--- config.mk ---
export PLATFORM = sky130hd
export DESIGN_NAME = name_mem_ctrl
export DESIGN_NICKNAME = d
export VERILOG_FILES = /design/src/rtl/name_mem_ctrl.sv
export SDC_FILE = /design/constraint.sdc
export NUM_CORES = 1
export LEC_CHECK = 0
export BUFFER_PORTS_ARGS = -buffer_cell sky130_fd_sc_hd__buf_4
export CORE_MARGIN = 4
export CORE_UTILIZATION = 51
export DETAILED_ROUTE_END_ITERATION = 8
export GPL_ROUTABILITY_DRIVEN = 1
export PLACE_DENSITY = 0.79
export SETUP_SLACK_MARGIN = 0.3
export SLEW_MARGIN = 10
export SYNTH_ARGS = -nofsm -noshare
export SYNTH_HDL_FRONTEND = slang
export SYNTH_SLANG_ARGS = --single-unit
--- constraint.sdc ---
create_clock -name Clk -period 3.9 [get_ports Clk]
set_clock_uncertainty 0.2 [all_clocks]
set_input_delay 0.195 -clock Clk [delete_from_list [all_inputs] [get_ports Clk]]
set_output_delay 0.195 -clock Clk [all_outputs]
set_load 0.03 [all_outputs]
--- src/rtl/name_mem_ctrl.sv ---
// name_mem_ctrl: command sequencer for the 32x8 name memory.
// Stores a whole name into a fixed-size slot, loads one back out, or clears the memory.
// The accepted name bytes arrive on a valid/ready stream, and the loaded bytes leave on another.
//
// Ports:
//   Clk, Rst                 clock (rising edge), asynchronous active-high reset
//   i_cmd_valid/o_cmd_ready  command handshake; ready only while idle
//   i_cmd_op, i_cmd_slot     00 NOP, 01 STORE, 10 LOAD, 11 CLEAR; target slot
//   i_in_data/valid, o_in_ready      STORE byte stream
//   o_out_data/valid, i_out_ready    LOAD byte stream
//   o_done, o_busy           one-cycle completion pulse; not-idle flag
//   o_nm_addr, o_nm_wdata    memory address and write data
//   o_nm_wnm/rnm/initnm      memory write / read / clear strobes
//   i_nm_rdata               registered memory read data
module name_mem_ctrl #(
   parameter int unsigned SLOT_LEN  = 8,
   parameter int unsigned NUM_SLOTS = 4
) (
   input  logic                         Clk,
   input  logic                         Rst,
   input  logic                         i_cmd_valid,
   output logic                         o_cmd_ready,
   input  logic [1:0]                   i_cmd_op,
   input  logic [$clog2(NUM_SLOTS)-1:0] i_cmd_slot,
   input  logic [7:0]                   i_in_data,
   input  logic                         i_in_valid,
   output logic                         o_in_ready,
   output logic [7:0]                   o_out_data,
   output logic                         o_out_valid,
   input  logic                         i_out_ready,
   output logic                         o_done,
   output logic                         o_busy,
   output logic [4:0]                   o_nm_addr,
   output logic [7:0]                   o_nm_wdata,
   output logic                         o_nm_wnm,
   output logic                         o_nm_rnm,
   output logic                         o_nm_initnm,
   input  logic [7:0]                   i_nm_rdata
);

   localparam int unsigned SlotW = $clog2(NUM_SLOTS);
   localparam int unsigned IdxW  = $clog2(SLOT_LEN);
   localparam logic [IdxW-1:0] LastIdx = IdxW'(SLOT_LEN - 1);

   localparam logic [1:0] OpStore = 2'b01;
   localparam logic [1:0] OpLoad  = 2'b10;
   localparam logic [1:0] OpClear = 2'b11;

   typedef enum logic [2:0] {
      StIdle, StStore, StPad, StRd, StWait, StOut, StClear, StDone
   } state_t;

   state_t           r_state, w_state_nxt;
   logic [IdxW-1:0]  r_idx, w_idx_nxt;
   logic [SlotW-1:0] r_slot, w_slot_nxt;
   logic             r_cmd_ready, w_cmd_ready_nxt;
   logic             r_in_ready, w_in_ready_nxt;
   logic [7:0]       r_out_data, w_out_data_nxt;
   logic             r_out_valid, w_out_valid_nxt;
   logic             r_done, w_done_nxt;
   logic             r_busy, w_busy_nxt;
   logic [4:0]       r_nm_addr, w_addr_nxt;
   logic [7:0]       r_nm_wdata, w_wdata_nxt;
   logic             r_nm_wnm, w_wnm_nxt;
   logic             r_nm_rnm, w_rnm_nxt;
   logic             r_nm_initnm, w_initnm_nxt;

   logic [IdxW-1:0]  w_idx_inc;
   logic             w_last;
   logic [4:0]       w_addr_cur;
   logic [4:0]       w_addr_inc;

   assign w_idx_inc  = r_idx + IdxW'(1);
   assign w_last     = (r_idx == LastIdx);
   // Slot length is a power of two, so slot*SLOT_LEN + idx is a plain concatenation.
   assign w_addr_cur = 5'({r_slot, r_idx});
   assign w_addr_inc = 5'({r_slot, w_idx_inc});

   always_comb begin
      w_state_nxt     = r_state;
      w_idx_nxt       = r_idx;
      w_slot_nxt      = r_slot;
      w_out_data_nxt  = r_out_data;
      w_out_valid_nxt = r_out_valid;
      w_addr_nxt      = r_nm_addr;
      w_wdata_nxt     = r_nm_wdata;
      w_wnm_nxt       = 1'b0;
      w_rnm_nxt       = 1'b0;
      w_initnm_nxt    = 1'b0;

      unique case (r_state)
         StIdle: begin
            w_idx_nxt = '0;
            if (i_cmd_valid && r_cmd_ready) begin
               w_slot_nxt = i_cmd_slot;
               case (i_cmd_op)
                  OpStore: w_state_nxt = StStore;
                  OpLoad: begin
                     w_state_nxt = StRd;
                     w_rnm_nxt   = 1'b1;
                     w_addr_nxt  = 5'({i_cmd_slot, {IdxW{1'b0}}});
                  end
                  OpClear: begin
                     w_state_nxt  = StClear;
                     w_initnm_nxt = 1'b1;
                  end
                  default: w_state_nxt = StDone;
               endcase
            end
         end
         StStore: begin
            if (i_in_valid && r_in_ready) begin
               w_wnm_nxt   = 1'b1;
               w_addr_nxt  = w_addr_cur;
               w_wdata_nxt = i_in_data;
               if (w_last) begin
                  w_state_nxt = StDone;
               end else begin
                  w_idx_nxt = w_idx_inc;
                  if (i_in_data == 8'h00) w_state_nxt = StPad;
               end
            end
         end
         StPad: begin
            // Zero-fill the tail so a shorter name never exposes stale bytes.
            w_wnm_nxt   = 1'b1;
            w_addr_nxt  = w_addr_cur;
            w_wdata_nxt = 8'h00;
            if (w_last) w_state_nxt = StDone;
            else        w_idx_nxt   = w_idx_inc;
         end
         StRd: w_state_nxt = StWait;
         StWait: begin
            w_out_data_nxt  = i_nm_rdata;
            w_out_valid_nxt = 1'b1;
            w_state_nxt     = StOut;
         end
         StOut: begin
            if (i_out_ready) begin
               w_out_valid_nxt = 1'b0;
               if (r_out_data == 8'h00 || w_last) begin
                  w_state_nxt = StDone;
               end else begin
                  w_idx_nxt   = w_idx_inc;
                  w_rnm_nxt   = 1'b1;
                  w_addr_nxt  = w_addr_inc;
                  w_state_nxt = StRd;
               end
            end
         end
         StClear: w_state_nxt = StDone;
         StDone:  w_state_nxt = StIdle;
      endcase

      // Status outputs are registered copies of the next state.
      w_cmd_ready_nxt = (w_state_nxt == StIdle);
      w_busy_nxt      = (w_state_nxt != StIdle);
      w_in_ready_nxt  = (w_state_nxt == StStore);
      w_done_nxt      = (w_state_nxt == StDone);
   end

   always_ff @(posedge Clk or posedge Rst) begin
      if (Rst) begin
         r_state     <= StIdle;
         r_idx       <= '0;
         r_slot      <= '0;
         r_cmd_ready <= 1'b0;
         r_in_ready  <= 1'b0;
         r_out_data  <= 8'h00;
         r_out_valid <= 1'b0;
         r_done      <= 1'b0;
         r_busy      <= 1'b0;
         r_nm_addr   <= 5'd0;
         r_nm_wdata  <= 8'h00;
         r_nm_wnm    <= 1'b0;
         r_nm_rnm    <= 1'b0;
         r_nm_initnm <= 1'b0;
      end else begin
         r_state     <= w_state_nxt;
         r_idx       <= w_idx_nxt;
         r_slot      <= w_slot_nxt;
         r_cmd_ready <= w_cmd_ready_nxt;
         r_in_ready  <= w_in_ready_nxt;
         r_out_data  <= w_out_data_nxt;
         r_out_valid <= w_out_valid_nxt;
         r_done      <= w_done_nxt;
         r_busy      <= w_busy_nxt;
         r_nm_addr   <= w_addr_nxt;
         r_nm_wdata  <= w_wdata_nxt;
         r_nm_wnm    <= w_wnm_nxt;
         r_nm_rnm    <= w_rnm_nxt;
         r_nm_initnm <= w_initnm_nxt;
      end
   end

   assign o_cmd_ready = r_cmd_ready;
   assign o_in_ready  = r_in_ready;
   assign o_out_data  = r_out_data;
   assign o_out_valid = r_out_valid;
   assign o_done      = r_done;
   assign o_busy      = r_busy;
   assign o_nm_addr   = r_nm_addr;
   assign o_nm_wdata  = r_nm_wdata;
   assign o_nm_wnm    = r_nm_wnm;
   assign o_nm_rnm    = r_nm_rnm;
   assign o_nm_initnm = r_nm_initnm;

endmodule

==> key figures, run 1 <==
Floorplanning
  • Initial Utilization: 0.5349
  • Core ar.: 3390 µm²
  • Die Area: 4572 µm²
  • Cell Rows: 21
  • Die H: 67.62 µm
  • Die Wd: 67.62 µm
  • Io pins: 54

STA
  • Worst-margin pin slew: 0.6691 ns
  • Final Cycle Share: 0.5984
  • Max-slew violation count: 0
  • Hold slack: 0.03495 ns
  • Final hold viol count: 0
  • Max Freq: 0.4285 GHz
  • Relative slew margins: 0.5520
  • Total negative slack: 0 ns
  • Min Tclk post-route: 2.334 ns
  • Endpoints failing setup: 0
  • RSZ-0062 raised after global routing: no

CTS
  • Clock transition at path regs: 0.11 ns
  • Post_cts resized: 0
  • CTS tree: yes
  • Clk sinks: 37
  • Postcts setup bufs: 0
  • TritonCTS Buffers: 5
  • CTS Root Cell: clkbuf_4
  • Clock insertion delay at the later pin of the skew report: 0.34 ns
  • H-tree depth: 2
  • CTS Hold Buffers Added: 20
  • Clk buf depth: 2

Routing
  • DRC Markers: 0
  • Total routed wirelength: 4219 µm
  • Vias/cell: 5.354
  • DR iter-0 viols: 63
  • Vias: 1,483
  • Wire per inst: 15.23 µm
  • DR pass1 iterations: 5
  • Detail Route Antenna Nets: 0

Power and ir drop
  • Switching share of power: 0.4400
  • Clock power share: 0.096
  • Power Density: 782.5 nW/µm²
  • Max VDD drop: 441.1 µV
  • Seq pwr share: 0.362
  • Gate power share: 0.542
  • Lkg Pwr: 1.196 nW
  • Internal power: 0.001101 W
  • Overall power: 0.001967 W
  • Net load switching power: 0.0008654 W

Min path
  • Worst Hold Class: input pin to register
  • Hold worst-path end: o_out_valid
  • Hold path startpoint: i_out_ready
  • Hold Crit Depth: 3

Setup path
  • Worst path bufs/invs: 1
  • Crit path launch type: register
  • Slowest-stage cell, CP: dfrtp_1
  • RR Endpoint: o_nm_addr[4]
  • Reg2Reg Setup Slack: 1.57 ns
  • Maximum fanout along the worst path: 21
  • Levels on crit path: 5
  • Register-to-Register Path Depth: 5
  • Max incr delay on CP: 0.76 ns
  • Critical-path cell list: nor3b_1 -> buf_4 -> nor2_1 -> mux2_2 -> mux2_2
  • Crit path DAT: 2.36 ns
  • Largest delay share family, worst path: flip-flops
  • Reg2Reg Launch Point: r_state[2]
  • Critical Path Sink Type: register
  • Crit path top cell by count: mux2_2
  • Worst EP required: 3.93 ns
  • Worst setup path class: register to register

Yosys
  • Top cell type by total area after synthesis: dfrtp_1
  • Top area cells in the synthesized netlist: dfrtp_1, mux2_2, mux2i_1
  • Part of the Yosys area used for sequential elements: 0.5107
  • YS warnings: 0
  • Post-synth EDFFs: 0
  • Distinct cells, synth: 40
  • Mapped Nets: 183
  • Async SR Flop Fraction: 1.000
  • Syn_area_per_cell: 11.85 µm²
  • Main synth FF type: dfrtp_1
  • Synth Register Bits: 37
  • Most common cell in the netlist: dfrtp_1
  • Cell Area, Synth: 1813 µm²
  • Share of Yosys cell area claimed by the top area cell type: 0.5107
  • Most common library cells after synthesis: dfrtp_1, mux2_2, mux2i_1, nor2_1, inv_1
  • Post-synthesis cell count: 153

Layout
  • # fillers: 222
  • Post-route insts no fill: 277
  • Share of layout cells above drive strength 1: 0.3810
  • Final net count: 260
  • Antenna Cells: 0
  • Synthesis-to-layout area growth: 38.65%

Placed design
  • GP Congestion: 0.8020
  • Dpl hpwl: 2945 µm
  • Placed cell count: 249
  • Input/output buffers: 53

Global routing
  • First-pass GRT wire length: 7148 µm
  • Initial antenna violation count: 0
  • GRT Total Usage: 0.2124
  • Largest net degree at the start of global routing: 38
  • Grt total ovfl: 0
  • Vias in the first global route: 1,526

Status
  • Outcome: finished clean

Run
  • Max_cap viols: 0
## cell usage in the layout, fill, tap and decap left out, types with 2 or more instances in the layout
master,count
buf_4,56
dfrtp_1,37
dlygate4sd3_1,20
mux2_2,18
mux2i_1,12
nor2_1,12
inv_1,7
a21oi_1,5
o21ai_0,5
ha_1,5
clkbuf_4,5
nand2b_1,4
nor3_1,3
nor3b_1,3
nand2_1,3
o22ai_1,3
and3_1,2
nor4_1,2
a31oi_1,2
a21o_1,2
nand3_1,2
clkinv_2,2
## area by class of cell
cell class	count	area (µm²)	share of cell area
Multi-Input combinational cell	103	832.0	0.3310
Sequential cell	37	925.9	0.3683
Clock buffer	6	41.29	0.01643
Tap cell	46	57.56	0.02290
Timing Repair Buffer	76	620.6	0.2469
Clock inverter	2	10.01	0.003982
Inverter	7	26.28	0.01045
## worst register-to-register path, cell delays in order, from the launching register on
cell and delay, ns:
dfrtp_1 0.76, nor3b_1 0.11, buf_4 0.21, nor2_1 0.30
mux2_2 0.38, mux2_2 0.26
## logic make-up after synthesis
kind of cell / count (synthesis) / synth area share
and+or+nand+nor: 41 / 0.1311
DFF: 37 / 0.5107
muxes: 30 / 0.1781
AOI/OAI and AO/OA: 26 / 0.1104
buffers and inverters: 13 / 0.03036
adders and majority gates: 5 / 0.03451
xor gates and xnor gates: 1 / 0.004832
## power by group through the flow
stage / combinational (W) / sequential (W) / clock, W
2_1_floorplan: 0.000516 / 0.000909 / 0
3_3_place_gp: 0.00103 / 0.000704 / 0
3_5_place_dp: 0.00105 / 0.000717 / 0
4_1_cts: 0.00107 / 0.000711 / 0.000197
5_1_grt: 0.00115 / 0.000738 / 0.000213
6_report: 0.00107 / 0.000713 / 0.000188
## worst max path at each step
stage | startpoint | to | slack (ns)
global route | r_state[2] | o_nm_addr[3] | 1.45
floorplan | r_idx[0] | o_busy | 1.84
global placement | r_state[2] | o_nm_addr[3] | 1.73
finish | r_state[2] | o_nm_addr[4] | 1.57
CTS | r_state[2] | o_nm_addr[4] | 1.57
detailed placement | r_state[2] | o_nm_addr[4] | 1.59
## routing by layer
metal / track usage / vias up / part of all wire
li1: - / 712 / -
met1: 0.2503 / 701 / 0.41
met2: 0.3609 / 61 / 0.50
met3: 0.07155 / 9 / 0.070
met4: 0.07089 / 0 / 0.020
met5: 0 / - / 0
## registers in the layout, indices dropped and copies added (netlist names), 2 cells and up
signal / cells
o_nm_wdata: 8
o_out_data: 8
o_nm_addr: 5
r_idx: 3
r_state: 3
r_slot: 2
## stage by stage
step                  util  setup slack [ns]  instance area (µm²)
floorplan                -             1.840                 1813
global placement    0.6674             1.731                 2262
global route        0.7416             1.453                 2514
detailed placement  0.6674             1.592                 2262
finish              0.7416             1.566                 2514
CTS                 0.7416             1.571                 2514
(Power assumes the default switching activity.)
==> run 2, diff against run 1 <==
ABC_AREA = 1   (was not set)
CORE_UTILIZATION = 46   (was 51)
PLACE_DENSITY = 0.75   (was 0.79)
clock period = 2.1 ns   (was 3.9 ns; I/O delays follow)
==> run 2 against run 1 <==
  * Routed wire length is 1.8% higher
  * Non-clock buffer count is 1 higher
  * First-iteration DRC count is 46% higher
  * Area after synthesis is 1.6% higher
  * Register-to-register slack worse by 1.2 ns
  * Setup slack worse by 1.2 ns
  * Power is 100% higher
  * Hold slack worse by 0.023 ns
  * Flip-flop and latch count stayed put
  * Critical endpoint is now o_nm_addr[0]
  * Largest cell class unchanged
  * Highest routed layer unchanged
==> key figures, run 2 <==
Status
  • Outcome: finished clean

Yosys
  • Share of Yosys cell area claimed by the top area cell type: 0.5027 (-0.007980)
  • Post-synth EDFFs: 0 (unchanged)
  • Syn_area_per_cell: 8.812 µm² (-26%)
  • Async SR Flop Fraction: 1.000 (unchanged)
  • Mapped Nets: 239 (+31%)
  • Post-synthesis cell count: 209 (+37%)
  • Synth Register Bits: 37 (unchanged)
  • Cell Area, Synth: 1842 µm² (+1.6%)
  • Part of the Yosys area used for sequential elements: 0.5027 (-0.007980)
  • Most common library cells after synthesis: nand2_1, dfrtp_1, nor2_1, inv_1, o21ai_0
  • Top area cells in the synthesized netlist: dfrtp_1, nand2_1, nor2_1
  • Main synth FF type: dfrtp_1
  • Most common cell in the netlist: nand2_1
  • Top cell type by total area after synthesis: dfrtp_1
  • Distinct cells, synth: 26 (-35%)
  • YS warnings: 0 (unchanged)

STA
  • Hold slack: 0.01169 ns (-0.02326 ns)
  • Final hold viol count: 0 (unchanged)
  • Worst-margin pin slew: 0.6804 ns (+0.01122 ns)
  • Relative slew margins: 0.5459 (-0.006024)
  • Max Freq: 0.5836 GHz (+36%)
  • RSZ-0062 raised after global routing: yes
  • Max-slew violation count: 0 (unchanged)
  • Final Cycle Share: 0.8160 (+0.2176)
  • Total negative slack: 0 ns (unchanged)
  • Min Tclk post-route: 1.714 ns (-0.6203 ns)
  • Endpoints failing setup: 0 (unchanged)

Floorplanning
  • Die H: 71.28 µm (+5.4%)
  • Io pins: 54 (unchanged)
  • Initial Utilization: 0.4884 (-0.04650)
  • Die Wd: 71.28 µm (+5.4%)
  • Cell Rows: 22 (+4.8%)
  • Core ar.: 3771 µm² (+11%)
  • Die Area: 5080 µm² (+11%)

Global routing
  • Grt total ovfl: 0 (unchanged)
  • Met1 Usage GRT: 0.2087 (-0.04160)
  • Met2 GRT Util: 0.3133 (-0.04761)
  • Grt peak-use layer: met2
  • First-pass GRT wire length: 7176 µm (+0.39%)
  • Vias in the first global route: 1,635 (+7.1%)
  • Largest net degree at the start of global routing: 22 (-42%)
  • GRT Total Usage: 0.1800 (-0.03243)
  • Initial antenna violation count: 0 (unchanged)
  • GR Layer Usage met3: 0.05470 (-0.01685)

Layout
  • # fillers: 282 (+27%)
  • Final net count: 321 (+23%)
  • Commonest non-fill, non-tap cell in the layout: buf_4
  • Antenna Cells: 0 (unchanged)
  • Commonest cells after routing, fill and taps aside: buf_4, nand2_1, dfrtp_1
  • Share of layout cells above drive strength 1: 0.3596 (-0.02136)
  • Synthesis-to-layout area growth: 45.99%

CTS
  • Clk buf depth: 2 (unchanged)
  • TritonCTS Buffers: 5 (unchanged)
  • Clock insertion delay at the later pin of the skew report: 0.29 ns (-0.05 ns)
  • Clk sinks: 37 (unchanged)
  • Clock transition at path regs: 0.07 ns (-0.04 ns)
  • H-tree depth: 2 (unchanged)
  • CTS Root Cell: clkbuf_8
  • CTS tree: yes

Routing
  • Vias: 1,665 (+12%)
  • Total routed wirelength: 4297 µm (+1.8%)
  • DRC Markers: 0 (unchanged)
  • DR iter-0 viols: 92 (+46%)
  • DR pass1 iterations: 4 (-1)
  • Wire per inst: 12.64 µm (-17%)
  • Vias/cell: 4.897 (-8.5%)
  • Detail Route Antenna Nets: 0 (unchanged)

Placed design
  • Dpl hpwl: 3001 µm (+1.9%)
  • GP Congestion: 0.8935 (+11%)
  • Input/output buffers: 53 (unchanged)

Setup path
  • Slowest-stage cell, CP: dfrtp_1
  • Worst setup path class: register to register
  • Largest delay share family, worst path: flip-flops
  • Critical Path Sink Type: register
  • Worst EP required: 2.07 ns (-1.86 ns)
  • Crit path launch type: register
  • Crit path DAT: 1.68 ns (-0.68 ns)
  • Max incr delay on CP: 0.40 ns (-0.36 ns)
  • Maximum fanout along the worst path: 5 (-76%)
  • Critical-path cell list: ha_2 -> ha_4 -> o21bai_2 -> nand2_4 -> nand3_4 -> nand2_1 -> o21ai_1
  • Worst path bufs/invs: 0 (-1)

Power and ir drop
  • Power Density: 1479 nW/µm² (+89%)
  • Max VDD drop: 824.8 µV (+87%)
  • Lkg Pwr: 1.408 nW (+18%)

Run
  • Max_cap viols: 0 (unchanged)

Min path
  • Worst Hold Class: input pin to register
run 2: cell types whose count changed after synthesis, sizes merged, moves of 3 or more:
cell    change
o21ai      +15
inv        +18
nor3        -3
mux2       -10
mux2i      -12
nor3b       -4
nand2      +46
nand2b      -4
and3        -3
nor2       +20
nand3      +11
run 2: area by class of cell:
class	count	area, µm²	area share
Clock inverter	1	5.005	0.001861
Sequential cell	37	928.4	0.3453
Timing Repair Buffer	77	638.1	0.2373
Inverter	26	97.59	0.03630
Clock buffer	7	96.34	0.03583
Multi-Input combinational cell	144	863.3	0.3211
Tap cell	48	60.06	0.02234
run 2: stage by stage:
| stage | instances | worst slack [ns] | power, W | util | area [µm²] |
|---|---|---|---|---|---|
| CTS | 337 | 0.3319 | 0.003855 | 0.6901 | 2603 |
| detailed placement | 309 | 0.2635 | 0.003270 | 0.6098 | 2300 |
| finish | 340 | 0.3864 | 0.003977 | 0.7130 | 2689 |
| floorplan | 209 | 0.4188 | 0.002658 | - | 1842 |
| global route | 340 | 0.2847 | 0.004274 | 0.7130 | 2689 |
| global placement | 309 | 0.3185 | 0.003232 | 0.6098 | 2300 |
run 2: cell families (layout without fill, tap and decap cells):
family / Yosys count / count (layout) / synth area share
compound gates: 32 / 32 / 0.09171
fa+ha+maj: 5 / 5 / 0.03397
buf+inv: 29 / 111 / 0.06793
flops: 37 / 37 / 0.5027
mux: 8 / 8 / 0.04891
simple gates: 98 / 99 / 0.2548
run 2: path summary, 6_finish.rpt:
check | to | depth (start not counted) | slack, ns | from
hold / removal | o_out_valid | 4 | 0.01 | i_out_ready
hold reg to reg | o_out_valid | 2 | 0.28 | o_out_valid
setup / recovery | o_nm_addr[0] | 7 | 0.39 | r_idx[0]
min in group asynchronous | o_nm_wdata[3] | 3 | 0.27 | Rst
max in group asynchronous | o_out_data[3] | 4 | 0.88 | Rst
setup reg to reg | o_nm_addr[0] | 7 | 0.39 | r_idx[0]
run 2: power by group:
group	switching, W	leakage (nW)	internal (W)
clock network	0.000235	0.0542	0.000296
registers	0.000220	0.462	0.00102
logic	0.00137	0.891	0.000841
total	0.00182	1.41	0.00216
run 2: worst register-to-register path, cell delays in order, from the launching register on:
cell and delay (ns):
dfrtp_1 0.40, ha_2 0.20, ha_4 0.18, o21bai_2 0.21, nand2_4 0.14, nand3_4 0.11, nand2_1 0.09, o21ai_1 0.07
run 2: what timing repair did:
action / in CTS / in global routing
setup endpoints to repair: 10 / 12
cloned: 0 / 1
hold buffers: 19 / 0
endpoints found under the hold margin: 36 / 0
pin swaps: 1 / 2
buffers inserted: 1 / 2
resized for setup: 2 / 13
run 2: metal layers:
metal,routed length [µm],share of wire
met5,0,0
met4,74,0.017
met3,212,0.049
met2,2259,0.53
met1,1751,0.41
==> run 3, diff against run 2 <==
CORE_UTILIZATION = 51   (was 46)
PLACE_DENSITY = 0.79   (was 0.75)
clock period = 1.6 ns   (was 2.1 ns; I/O delays follow)
==> run 3 against run 2 <==
  * The run now ends with setup timing left
  * Register-to-register slack got worse by 0.56 ns
  * Sequential share of layout area down 5.1 points
  * Cell area up 17%
  * Power increased by 67%
  * Combinational power grew 100%
  * Critical path depth unchanged
  * First-iteration DRC count rose to 3.3 times the previous value
  * Fmax is 3.5% lower
  * Non-clock buffer count increased by 31
  * Clock power shrank 3%
  * Utilization rose by 21 points
  * Clock-buffer cell count is the same
  * Critical path type unchanged
==> key figures, run 3 (synthesis gave the netlist of run 2 again) <==
CTS
  • Clk sinks: 37 (unchanged)
  • CTS Hold Buffers Added: 20 (+1)
  • CTS Root Cell: clkbuf_4
  • Clock transition at path regs: 0.11 ns (+0.04 ns)
  • CTS tree: yes
  • Clk buf depth: 2 (unchanged)
  • H-tree depth: 2 (unchanged)
  • TritonCTS Buffers: 5 (unchanged)
  • Clock insertion delay at the later pin of the skew report: 0.35 ns (+0.06 ns)

Global routing
  • Vias in the first global route: 2,052 (+26%)
  • Met1 Usage GRT: 0.2979 (+0.08922)
  • Initial antenna violation count: 0 (unchanged)
  • Grt total ovfl: 0 (unchanged)
  • Met2 GRT Util: 0.5078 (+0.1946)
  • Grt peak-use layer: met2
  • Largest net degree at the start of global routing: 38 (+73%)
  • GR Layer Usage met3: 0.07389 (+0.01919)
  • First-pass GRT wire length: 9501 µm (+32%)
  • GRT Total Usage: 0.2837 (+0.1037)

Placed design
  • Dpl hpwl: 2985 µm (-0.55%)
  • Placed cell count: 322 (+4.2%)
  • GP Congestion: 0.8833 (-1.1%)
  • Input/output buffers: 53 (unchanged)

STA
  • Min Tclk post-route: 1.775 ns (+0.06181 ns)
  • Max-slew violation count: 0 (unchanged)
  • Endpoints failing setup: 25 (+25)
  • Post-route setup slack: -0.1754 ns (-0.5618 ns)
  • Worst-margin pin slew: 0.4733 ns (-0.2070 ns)
  • Total negative slack: -2.522 ns (-2.522 ns)
  • Final hold viol count: 0 (unchanged)
  • RSZ-0062 raised after global routing: yes
  • Relative slew margins: 0.6844 (+0.1385)
  • Final Cycle Share: 1.110 (+0.2936)
  • Max Freq: 0.5632 GHz (-3.5%)

Status
  • Failing checks: setup timing
  • Outcome: complete, but fails checks

Run
  • Max_cap viols: 0 (unchanged)

Min path
  • Worst Hold Class: input pin to register
  • Hold path startpoint: i_cmd_op[1]

Power and ir drop
  • Max VDD drop: 1336 µV (+62%)
  • Power Density: 2101 nW/µm² (+42%)
  • Lkg Pwr: 1.638 nW (+16%)

Layout
  • Commonest non-fill, non-tap cell in the layout: buf_4
  • Antenna Cells: 0 (unchanged)
  • Post-route insts no fill: 369 (+8.5%)
  • Commonest cells after routing, fill and taps aside: buf_4, dfrtp_1, nand2_1
  • Final net count: 353 (+10%)
  • Share of layout cells above drive strength 1: 0.5263 (+0.1667)
  • Synthesis-to-layout area growth: 71.33%
  • # fillers: 122 (-57%)
  • Post-layout util: 0.9238 (+0.2108)

Setup path
  • Maximum fanout along the worst path: 6 (+1)
  • Reg2Reg Launch Point: r_state[2]
  • Crit path from: r_state[2]
  • Critical Path Sink Type: register
  • Worst setup path class: register to register
  • Crit path DAT: 1.85 ns (+0.17 ns)
  • Crit path launch type: register
  • Worst EP required: 1.67 ns (-0.40 ns)

Routing
  • DRC Markers: 0 (unchanged)
  • Vias/cell: 5.808 (+19%)
  • Total routed wirelength: 7903 µm (+84%)
  • Detail Route Antenna Nets: 0 (unchanged)
  • Vias: 2,143 (+29%)
  • DR pass1 iterations: 5 (+1)
  • DR iter-0 viols: 302 (+230%)
  • Wire per inst: 21.42 µm (+69%)

Floorplanning
  • Die H: 68.10 µm (-4.5%)
  • Die Area: 4637 µm² (-8.7%)
  • Initial Utilization: 0.5392 (+0.05081)
  • Cell Rows: 21 (-4.5%)
  • Core ar.: 3416 µm² (-9.4%)
  • Die Wd: 68.10 µm (-4.5%)
  • Io pins: 54 (unchanged)
[run 3: path summary, 6_finish.rpt]
path                            endpoint  slack [ns]  cells past startpoint
hold reg to reg             o_nm_addr[3]        0.32                      2
hold / removal                r_state[2]        0.02                      4
setup reg to reg                r_idx[0]       -0.18                      7
max in group asynchronous     r_state[0]        0.60                      4
setup / recovery                r_idx[0]       -0.18                      7
min in group asynchronous  o_nm_wdata[2]        0.22                      4
[run 3: metrics by stage]
step / cell area, µm² / power (W) / setup WS (ns) / hold WS (ns)
after floorplan: 1922 / 0.003636 / 0.03381 / -0.003175
after global placement: 2471 / 0.004586 / -0.1036 / 0.02061
after detailed placement: 2471 / 0.004645 / -0.1450 / 0.02309
after CTS: 2933 / 0.005681 / -0.05554 / -0.02091
after global routing: 3156 / 0.006917 / -0.2236 / 0.05476
final: 3156 / 0.006630 / -0.1754 / 0.01828
[run 3: report_power, final]
part / internal [W] / leakage [nW] / switching, W
sequential: 0.00134 / 0.461 / 0.000363
clock: 0.000208 / 0.0314 / 0.000309
combinational: 0.00184 / 1.15 / 0.00258
total: 0.00338 / 1.64 / 0.00325
[run 3: final cells by class]
type | count | area [µm²] | area share
tap | 46 | 57.56 | 0.01824
timing repair buffer | 108 | 913.4 | 0.2895
multi-input combinational | 145 | 1092 | 0.3462
inverter | 26 | 107.6 | 0.03410
clock buffer | 7 | 55.05 | 0.01745
sequential | 37 | 929.6 | 0.2946
[run 3: metal layers]
metal | routed length, µm | vias up
met3 | 647 | 49
met2 | 3956 | 160
met4 | 487 | 0
met1 | 2812 | 1032
met5 | 0 | -
li1 | - | 902
[run 3: timing repair]
| action | in CTS | in global routing |
|---|---|---|
| endpoints found under the hold margin | 59 | 1 |
| endpoints found under the setup margin | 37 | 37 |
| gates resized for setup | 35 | 40 |
| pin swaps | 16 | 11 |
| gates cloned | 1 | 1 |
| setup buffers | 10 | 8 |
[run 3: critical path, stage by stage, from the launching register on]
cell and delay (ns):
dfrtp_1 0.43, buf_6 0.19, nand3_1 0.19, inv_1 0.22
nand2_4 0.15, nand3_4 0.15, nand2_1 0.09, o21ai_1 0.09
